**src/rtl/lfa_adc_pkg.sv**
```systemverilog
// Shared definitions for the LFA ADC128S022 sampler.
// Holds the sequencer state encoding, the frame geometry, the bit positions
// where the 3-bit channel address travels on DIN, and the default channel
// assignment for the left/middle/right sensors.
package lfa_adc_pkg;

    typedef enum logic [1:0] {
        S_START = 2'd0,
        S_XFER  = 2'd1,
        S_LATCH = 2'd2
    } state_t;

    // One frame is 16 SCLK periods, each split into a low and a high phase.
    localparam int unsigned FRAME_PHASES = 32;
    localparam logic [4:0]  PH_LAST      = 5'(FRAME_PHASES - 1);

    // Bit slots (SCLK period index) carrying ADD2, ADD1, ADD0.
    localparam logic [3:0] K_ADDR2 = 4'd2;
    localparam logic [3:0] K_ADDR1 = 4'd3;
    localparam logic [3:0] K_ADDR0 = 4'd4;

    localparam logic [2:0] CH_LEFT_DEF   = 3'd3;
    localparam logic [2:0] CH_MIDDLE_DEF = 3'd2;
    localparam logic [2:0] CH_RIGHT_DEF  = 3'd1;

    // DIN value for bit slot k: the address MSB first in slots 2..4, else 0.
    function automatic logic addr_bit(input logic [3:0] k, input logic [2:0] addr);
        logic b;
        case (k)
            K_ADDR2: b = addr[2];
            K_ADDR1: b = addr[1];
            K_ADDR0: b = addr[0];
            default: b = 1'b0;
        endcase
        return b;
    endfunction

endpackage

```
**src/rtl/lfa_adc_frame.sv**
```systemverilog
// Serial transfer engine for one ADC128S022 frame (32 system clocks).
// Ports:
//   i_clk, i_rst_n   clock and asynchronous active-low reset
//   i_start          one-cycle request; the next cycle is phase 0
//   i_addr           channel address shifted out on DIN in bit slots 2..4
//   i_dout           ADC DOUT, captured at the end of every SCLK-high phase
//   o_sclk, o_din    registered SCLK (idles high) and DIN
//   o_last           high during the final phase of the frame
//   o_done           one-cycle pulse in the cycle after the final phase
//   o_data           12-bit conversion result of the frame
module lfa_adc_frame
    import lfa_adc_pkg::*;
(
    input  logic        i_clk,
    input  logic        i_rst_n,
    input  logic        i_start,
    input  logic [2:0]  i_addr,
    input  logic        i_dout,
    output logic        o_sclk,
    output logic        o_din,
    output logic        o_last,
    output logic        o_done,
    output logic [11:0] o_data
);

    logic        r_active;
    logic [4:0]  r_ph;
    logic        r_sclk;
    logic        r_din;
    logic        r_done;
    // Only the trailing 12 bits of the 16-bit word are kept: the four
    // leading bits shift out of the top and are never needed.
    logic [11:0] r_sr;
    logic [4:0]  w_ph_nxt;

    assign w_ph_nxt = r_ph + 5'd1;
    assign o_last   = r_active & (r_ph == PH_LAST);
    assign o_sclk   = r_sclk;
    assign o_din    = r_din;
    assign o_done   = r_done;
    assign o_data   = r_sr;

    // Phase counter, SCLK/DIN generation and MSB-first DOUT capture.
    always_ff @(posedge i_clk or negedge i_rst_n) begin
        if (!i_rst_n) begin
            r_active <= 1'b0;
            r_ph     <= 5'd0;
            r_sclk   <= 1'b1;
            r_din    <= 1'b0;
            r_done   <= 1'b0;
            r_sr     <= 12'd0;
        end else begin
            r_done <= 1'b0;
            if (i_start) begin
                // Phase 0 starts with a falling SCLK; slot 0 carries no address.
                r_active <= 1'b1;
                r_ph     <= 5'd0;
                r_sclk   <= 1'b0;
                r_din    <= 1'b0;
            end else if (r_active) begin
                // Leaving an SCLK-high phase: DOUT has been stable a full period.
                if (r_ph[0]) begin
                    r_sr <= {r_sr[10:0], i_dout};
                end
                if (r_ph == PH_LAST) begin
                    r_active <= 1'b0;
                    r_ph     <= 5'd0;
                    r_sclk   <= 1'b1;
                    r_din    <= 1'b0;
                    r_done   <= 1'b1;
                end else begin
                    r_ph   <= w_ph_nxt;
                    r_sclk <= w_ph_nxt[0];
                    // DIN changes only with the falling SCLK edge.
                    if (!w_ph_nxt[0]) begin
                        r_din <= addr_bit(w_ph_nxt[4:1], i_addr);
                    end
                end
            end
        end
    end

endmodule

```
**src/rtl/lfa_adc_sampler.sv**
```systemverilog
// Round-robin sampler for the left/middle/right line sensors on the
// ADC128S022. Each 34-clock frame addresses the next channel and receives
// the conversion of the channel addressed in the previous frame; that result
// is routed by the previous-frame tag into the matching output register.
// Ports:
//   clk_3125KHz, rst_n           clock, asynchronous active-low reset
//   en                           conversion enable, looked at between frames
//   adc_dout                     ADC DOUT
//   adc_cs_n, adc_sclk, adc_din  ADC chip select, serial clock, DIN
//   left, middle, right          latest 12-bit conversion per sensor
//   sample_valid                 one-cycle pulse when right is refreshed
module lfa_adc_sampler
    import lfa_adc_pkg::*;
#(
    parameter logic [2:0] CH_LEFT   = CH_LEFT_DEF,
    parameter logic [2:0] CH_MIDDLE = CH_MIDDLE_DEF,
    parameter logic [2:0] CH_RIGHT  = CH_RIGHT_DEF
)
(
    input  logic        clk_3125KHz,
    input  logic        rst_n,
    input  logic        en,
    input  logic        adc_dout,
    output logic        adc_cs_n,
    output logic        adc_sclk,
    output logic        adc_din,
    output logic [11:0] left,
    output logic [11:0] middle,
    output logic [11:0] right,
    output logic        sample_valid
);

    state_t      r_state;
    logic        r_cs_n;
    logic [2:0]  r_next_addr;
    logic [2:0]  r_addr_cur;
    logic [2:0]  r_addr_prev;
    logic        r_tag_valid;
    logic [11:0] r_left;
    logic [11:0] r_middle;
    logic [11:0] r_right;
    logic        r_sample_valid;

    logic        w_start;
    logic        w_last;
    logic        w_done;
    logic [11:0] w_data;

    assign w_start      = (r_state == S_START) & en;
    assign adc_cs_n     = r_cs_n;
    assign left         = r_left;
    assign middle       = r_middle;
    assign right        = r_right;
    assign sample_valid = r_sample_valid;

    lfa_adc_frame u_frame (
        .i_clk   (clk_3125KHz),
        .i_rst_n (rst_n),
        .i_start (w_start),
        .i_addr  (r_addr_cur),
        .i_dout  (adc_dout),
        .o_sclk  (adc_sclk),
        .o_din   (adc_din),
        .o_last  (w_last),
        .o_done  (w_done),
        .o_data  (w_data)
    );

    // Frame sequencer, channel rotation, pipeline tag and output registers.
    always_ff @(posedge clk_3125KHz or negedge rst_n) begin
        if (!rst_n) begin
            r_state        <= S_START;
            r_cs_n         <= 1'b1;
            r_next_addr    <= CH_LEFT;
            r_addr_cur     <= CH_LEFT;
            r_addr_prev    <= 3'd0;
            r_tag_valid    <= 1'b0;
            r_left         <= 12'd0;
            r_middle       <= 12'd0;
            r_right        <= 12'd0;
            r_sample_valid <= 1'b0;
        end else begin
            r_sample_valid <= 1'b0;
            case (r_state)
                S_START: begin
                    if (en) begin
                        r_addr_cur <= r_next_addr;
                        r_cs_n     <= 1'b0;
                        r_state    <= S_XFER;
                    end else begin
                        // An idle gap breaks the pipeline: the next frame
                        // returns data for an address nobody is tracking.
                        r_tag_valid <= 1'b0;
                    end
                end
                S_XFER: begin
                    if (w_last) begin
                        r_cs_n  <= 1'b1;
                        r_state <= S_LATCH;
                    end
                end
                S_LATCH: begin
                    if (r_tag_valid && w_done) begin
                        if (r_addr_prev == CH_LEFT) begin
                            r_left <= w_data;
                        end else if (r_addr_prev == CH_MIDDLE) begin
                            r_middle <= w_data;
                        end else if (r_addr_prev == CH_RIGHT) begin
                            r_right        <= w_data;
                            r_sample_valid <= 1'b1;
                        end
                    end
                    r_addr_prev <= r_addr_cur;
                    r_tag_valid <= 1'b1;
                    if (r_next_addr == CH_LEFT) begin
                        r_next_addr <= CH_MIDDLE;
                    end else if (r_next_addr == CH_MIDDLE) begin
                        r_next_addr <= CH_RIGHT;
                    end else begin
                        r_next_addr <= CH_LEFT;
                    end
                    r_state <= S_START;
                end
                default: begin
                    r_state <= S_START;
                    r_cs_n  <= 1'b1;
                end
            endcase
        end
    end

endmodule

```
**config.mk**
```make
export PLATFORM = sky130hd
export DESIGN_NAME = lfa_adc_sampler
export DESIGN_NICKNAME = d
export VERILOG_FILES = /design/src/rtl/lfa_adc_pkg.sv /design/src/rtl/lfa_adc_frame.sv /design/src/rtl/lfa_adc_sampler.sv
export SDC_FILE = /design/constraint.sdc
export NUM_CORES = 1
export LEC_CHECK = 0
export CAP_MARGIN = 20
export CORE_MARGIN = 2
export CORE_UTILIZATION = 48
export CTS_CLUSTER_DIAMETER = 80
export DETAILED_ROUTE_END_ITERATION = 10
export GPL_TIMING_DRIVEN = 0
export PLACE_DENSITY = 0.74
export SYNTH_ARGS = -nofsm -noshare
export SYNTH_HDL_FRONTEND = slang
export SYNTH_SLANG_ARGS = --single-unit
```
**constraint.sdc**
```tcl
create_clock -name clk_3125KHz -period 2.1 [get_ports clk_3125KHz]
set_input_delay 0.315 -clock clk_3125KHz [delete_from_list [all_inputs] [get_ports clk_3125KHz]]
set_output_delay 0.315 -clock clk_3125KHz [all_outputs]
set_load 0.005 [all_outputs]
```
==> results.toml, run 1 <==
[synth]
synth_fa_ha_area_share_pct = 0.900
post_synth.cell_area_avg_um2 = 14.7
synthDistinctLibCells = 34
syn_inst = 189
syn_nets = 195
synthMuxAreaShare_pct = 23.1
synthSimpleGateAreaFrac_pct = 8.06
ys_seq_elements = 68
netlist_area_mm2 = 0.00278
synth-compound-area-share_pct = 3.33
synth-xor-area-share_pct = 0.630
synth_top_family_by_area = "multiplexers"
yosysSeqAreaShare_pct = 61.5
ys_warn_count = 0

[layout]
stdcell_count = 322
syn_to_final_growth_pct = 27.9
antennaDiodeCount = 0
multi_input_area_mm2 = 0.00105
ff_latch_area_mm2 = 0.00171
fin_nets = 251
stdcell_area_mm2 = 0.00355
fillCellCount = 415
drive_gt1_share_pct = 36.8
final_core_utilization_pct = 64.2

[power_and_ir_drop]
p_leak_nw = 1.66
p_seq_share_pct = 48.8
p_sw_w = 0.00110
p_per_area_mw_per_mm2 = 1050
p_int_w = 0.00262
power_frac_clock_pct = 28.2
swShare_pct = 29.5
p_comb_share_pct = 23.0
peakVddDrop_uv = 567

[floorplanning]
fp.coreArea_mm2 = 0.00554
dieHeight_um = 80.1
io_pins = 44
die_area_mm2 = 0.00642
initial_utilization_pct = 50.2
die_w_um = 80.1
rows = 27

[detailed_routing]
routed_wl_mm = 4.99
viasPerCell = 5.03
vias = 1621
first_iter_violations = 46
ant_nets = 0
dr.pass1.iters = 4
drcViolationCount = 0
wl_per_cell_um = 15.5

[clock_tree]
cts_tree = "built"
clk_pin_slew_ns = 0.07
h-tree-depth = 3
cts.path.max_buffers = 2
cts-root-buf = "clkbuf_8"
numCtsBuffers = 9
clk_latency_ns = 0.34
cts_sinks = 68

[critical_path]
r2r_slack_ns = 0.06
worst_ep_arrival_time_ns = 2.30
critPathKind = "reg2reg"
cp_slowest_cell = "or4bb_4"
path_cells = "ha_4 > and3_4 > ha_4 > or4bb_4 > nor4b_2 > mux2i_1 > o21ai_1"
cpMostUsedCell = "ha_4"
cp_slowest_stage_delay_ns = 0.55
start_kind = "flip-flop"
path_buf_inv = 0
endpoint_kind = "flip-flop"
crit_fanout = 3
worst_path_dominant_cell_family = "simple AND/OR/NAND/NOR gates"
cp.required_ns = 2.36

[grt]
grt_pass1_vias = 1709
grt_antenna_before_repair = 0
grt_overflow = 0
grt_max_degree = 69
grt_usage_pct = 17.7
grt_pass1_wl_mm = 8.47

[timing]
tightest_slew_ns = 0.854
min_period_ns = 2.04
report.final.hold_viol_count = 0
fin_skew_ns = 0.00967
setup_viol = 0
fmax_ghz = 0.491
rsz0062_at_grt = "true"
slew_headroom_pct = 43.1
finalMaxSlewViolations = 0
period_share_pct = 97.0

[hold_path]
hold_path_class = "in2async"

[place]
dpl_cell_area_mm2 = 0.00330
place.gp.congestion = 0.809
dp.final_hpwl_mm = 3.27
io_buffers = 43
dp.cells = 304

[outcome]
status = "finished clean"

[flow_run]
maxCapViolations = 0
-- timing repair --
action / 4_1_cts / 5_1_grt
hold buffers: 0 / 0
resized for setup: 6 / 4
hold endpoints to repair: 0 / 0
pin swaps: 2 / 3
setup buffers: 1 / 1
setup endpoints to repair: 1 / 1
-- synthesized netlist by cell type, drive strengths merged --
library cell  number  share of area [%]
a21oi              6                1.1
a311oi             2               0.63
and3               1               0.23
buf                5                1.7
clkbuf             2               0.27
dfrtp             62                 56
dfstp              6                5.7
ha                 2               0.90
inv                4               0.54
mux2              52                 22
mux2i              2               0.72
nand2              7               0.95
nand2b             4               0.90
nand3              4               0.72
nand3b             1               0.27
nand4              1               0.77
nor2               9                1.2
nor2b              3               0.77
nor3               2               0.54
nor3b              1               0.45
nor4               1               0.23
nor4b              1               0.32
o21a               1               0.27
o21ai              4               0.72
o22a               1               0.32
o2bb2ai            1               0.32
or2                1               0.32
or4bb              1               0.41
xor2               2               0.63
-- metal layers --
| metal | GRT usage [%] | vias to the layer above | wire length [um] |
|---|---|---|---|
| met4 | 9.15 | 0 | 87 |
| li1 | - | 777 | - |
| met1 | 23.8 | 801 | 2360 |
| met2 | 27.0 | 34 | 2380 |
| met5 | 0 | - | 0 |
| met3 | 3.71 | 9 | 166 |
-- area by class of cell --
| class | instances | area share, % |
|---|---|---|
| sequential | 68 | 48.1 |
| multi-input combinational | 110 | 29.5 |
| timing repair buffer | 45 | 12.5 |
| clock buffer | 12 | 4.08 |
| tap | 72 | 2.53 |
| buffer | 7 | 1.51 |
| clock inverter | 4 | 1.37 |
| inverter | 4 | 0.422 |
-- sequential cells by signal, indices dropped and copies added, names as in the netlist, 2 cells and up --
name	flops
r_addr_prev	2
left	12
r_next_addr	2
r_addr_cur	2
r_state	2
right	12
u_frame.o_data	12
u_frame.r_ph	5
middle	12
-- power by group through the flow --
stage	registers [W]	clock network [W]	logic (W)
final	0.00181	0.00105	0.000855
after global routing	0.00186	0.00114	0.000946
after CTS	0.00180	0.00109	0.000819
after detailed placement	0.00183	0	0.000757
after global placement	0.00182	0	0.000721
after floorplan	0.00175	0	0.000582
-- worst paths after layout --
check	start	endpoint	depth (start not counted)
max reg2reg	u_frame.r_ph[1]	u_frame.o_din	7
min	rst_n	right[8]	1
max in group asynchronous	rst_n	u_frame.r_ph[0]	1
max	u_frame.r_ph[1]	u_frame.o_din	7
min reg2reg	right[2]	right[2]	1
min in group clk_3125KHz	right[2]	right[2]	1
-- cells in the final DEF (no fill, tap or decap), drive strengths merged, types with 4 or more instances in the layout --
cell type and n:
dfrtp 62, mux2 52, clkdlybuf4s50 42, clkbuf 14, nor2 9, buf 8
nand2 7, a21oi 6, dfstp 6, inv 4, nand2b 4, nand3 4
o21ai 4
-- cell families (layout without fill, tap and decap cells) --
| family | Yosys count | after routing |
|---|---|---|
| and+or+nand+nor | 37 | 37 |
| AOI/OAI and AO/OA | 15 | 15 |
| buffers and inverters | 11 | 72 |
| xor gates and xnor gates | 2 | 2 |
| adders and majority gates | 2 | 2 |
| DFF | 68 | 68 |
| muxes | 54 | 54 |
-- worst reg2reg max path: cells and delay by family, from the launching register on --
kind	cells	cell delay [ns]
adders and majority gates	2	0.39
muxes	1	0.11
DFF	1	0.43
and+or+nand+nor	3	0.95
AOI/OAI and AO/OA	1	0.08
-- through the flow --
| step | setup slack [ns] | TNS (ns) | power [W] | hold slack [ns] |
|---|---|---|---|---|
| 5_1_grt | -0.0143 | -0.0143 | 0.00395 | 0.152 |
| 3_5_place_dp | -0.190 | -0.190 | 0.00259 | 0.474 |
| 6_report | 0.0628 | 0 | 0.00372 | 0.0571 |
| 4_1_cts | 0.0236 | 0 | 0.00371 | 0.0953 |
| 3_3_place_gp | -1.53 | -99.35 | 0.00254 | 0.487 |
| 2_1_floorplan | 0.0247 | 0 | 0.00233 | 0.0194 |
No activity file was read; power rests on OpenSTA's default activity.
==> run 2: changes to the inputs <==
--- a/config.mk
+++ b/config.mk
@@ -7,11 +7,12 @@
 export LEC_CHECK = 0
 export CAP_MARGIN = 20
 export CORE_MARGIN = 2
-export CORE_UTILIZATION = 48
+export CORE_UTILIZATION = 53
 export CTS_CLUSTER_DIAMETER = 80
 export DETAILED_ROUTE_END_ITERATION = 10
 export GPL_TIMING_DRIVEN = 0
-export PLACE_DENSITY = 0.74
+export PLACE_DENSITY = 0.78
+export REMOVE_ABC_BUFFERS = 1
 export SYNTH_ARGS = -nofsm -noshare
 export SYNTH_HDL_FRONTEND = slang
 export SYNTH_SLANG_ARGS = --single-unit
==> constraint.sdc (replaced) <==
create_clock -name clk_3125KHz -period 2.3 [get_ports clk_3125KHz]
set_input_delay 0.345 -clock clk_3125KHz [delete_from_list [all_inputs] [get_ports clk_3125KHz]]
set_output_delay 0.345 -clock clk_3125KHz [all_outputs]
set_load 0.005 [all_outputs]
==> run 2 against run 1 <==
Clock power is 7% lower. Sequential cell count stayed put. First-iteration DRC count is 33% higher. Global-route usage increased by 0.12 points. Clock skew fell by 0.0028 ns. Non-clock buffer count decreased by 8. Design area shrank 2.2%.
==> results.toml, run 2 (synthesis results as in run 1) <==
[layout]
final_common_cell = "dfrtp_1"
fillCellCount = 377
final_core_utilization_pct = 68.5
multi_input_area_mm2 = 0.00102
fin_nets = 243
ff_latch_area_mm2 = 0.00171
final_cell_mix = "dfrtp_1, mux2_2, clkdlybuf4s50_1, clkbuf_8, mux2_4"
stdcell_count = 312
antennaDiodeCount = 0
syn_to_final_growth_pct = 25.1
drive_gt1_share_pct = 33.9

[timing]
setup_viol = 0
finalMaxSlewViolations = 0
slew_headroom_pct = 33.3
fin_skew_ns = 0.00692
fmax_ghz = 0.461
rsz0062_at_grt = "false"
tightest_slew_ns = 0.997
fin_ws_ns = 0.129
min_period_ns = 2.17
report.final.hold_viol_count = 0
period_share_pct = 94.4
tns_ns = 0

[floorplanning]
dieHeight_um = 76.4
fp.coreArea_mm2 = 0.00507
initial_utilization_pct = 54.8
io_pins = 44
rows = 26
die_w_um = 76.4
die_area_mm2 = 0.00584

[detailed_routing]
ant_nets = 0
routed_wl_mm = 4.63
dr.pass1.iters = 4
drcViolationCount = 0
viasPerCell = 5.09
wl_per_cell_um = 14.8
vias = 1587
first_iter_violations = 61

[clock_tree]
cts.path.max_buffers = 2
cts_sinks = 68
cts-root-buf = "clkbuf_8"
cts_tree = "built"
clk_latency_ns = 0.33
h-tree-depth = 3
numCtsBuffers = 9
clk_pin_slew_ns = 0.07
cts_setup_buffers = 0
ctsHoldBuffers = 0

[hold_path]
hold_path_class = "in2async"

[power_and_ir_drop]
p_leak_nw = 1.62
p_per_area_mw_per_mm2 = 946
peakVddDrop_uv = 617

[critical_path]
crit_fanout = 7
worst_ep_arrival_time_ns = 2.42
r2r_slack_ns = 0.13
start_kind = "flip-flop"
endpoint_kind = "flip-flop"
critPathKind = "reg2reg"
cp.required_ns = 2.55

[flow_run]
maxCapViolations = 0

[place]
dp.final_hpwl_mm = 3.03
place_ws_ns = -0.260
io_buffers = 43
dp.cells = 296
place.gp.congestion = 0.796

[outcome]
status = "finished clean"

[grt]
grt_antenna_before_repair = 0
grt_max_degree = 69
grt_usage_pct = 17.8
grt_overflow = 0
grt_pass1_wl_mm = 8.12
grt_pass1_vias = 1581
[run 2: cell count changes in the layout (fill, tap and decap cells not counted), moves of 2 or more]
cell,previous run,this run
ha_4,2,0
buf_4,4,1
clkbuf_1,4,1
buf_6,3,1
[run 2: critical path: stages (launching register included)]
cell,delay (ns)
dfrtp_2,0.45
ha_1,0.25
and3_1,0.16
ha_2,0.25
or4bb_1,0.49
nor4b_1,0.29
mux2i_1,0.12
o21ai_0,0.08
[run 2: layer usage]
| metal | vias up | GRT usage (%) | wire length, um |
|---|---|---|---|
| met1 | 786 | 25.1 | 2280 |
| met4 | 0 | 8.91 | 100 |
| met2 | 31 | 25.9 | 2120 |
| met5 | - | 0 | 0 |
| li1 | 761 | - | - |
| met3 | 9 | 4.15 | 134 |
[run 2: cell type report]
| cell class | instances | share of cell area [%] |
|---|---|---|
| clock inverter | 4 | 1.37 |
| sequential | 68 | 49.2 |
| multi-input combinational | 110 | 29.4 |
| inverter | 4 | 0.432 |
| timing repair buffer | 44 | 12.6 |
| clock buffer | 12 | 4.46 |
| tap | 70 | 2.52 |
[run 2: final timing paths]
kind                                        end  cells after the start            start
worst max-delay path              u_frame.o_din                      7  u_frame.r_ph[0]
worst min-delay path              u_frame.o_din                      1            rst_n
worst max register to register    u_frame.o_din                      7  u_frame.r_ph[0]
worst min register to register   u_frame.o_sclk                      2   u_frame.o_sclk
max in group asynchronous       u_frame.r_ph[0]                      1            rst_n
min in group clk_3125KHz         u_frame.o_sclk                      2   u_frame.o_sclk
[run 2: where the power goes]
group          internal [W]  leakage (nW)  switching [W]
sequential          0.00142         0.885       0.000249
clock              0.000557         0.102       0.000418
combinational      0.000372         0.638       0.000270
total               0.00235          1.62       0.000938
[run 2: metrics by stage]
stage	hold WS [ns]	instance area (um2)	power (W)
after CTS	0.151	3460	0.00331
after global routing	0.196	3480	0.00349
after floorplan	0.0494	2730	0.00211
final	0.121	3480	0.00329
after global placement	0.485	3240	0.00229
after detailed placement	0.485	3250	0.00233
[run 2: repair_timing]
item / in CTS / in global routing
gates resized for setup: 1 / 4
endpoints found under the setup margin: 12 / 13
pin swaps: 0 / 0
cloned: 0 / 0
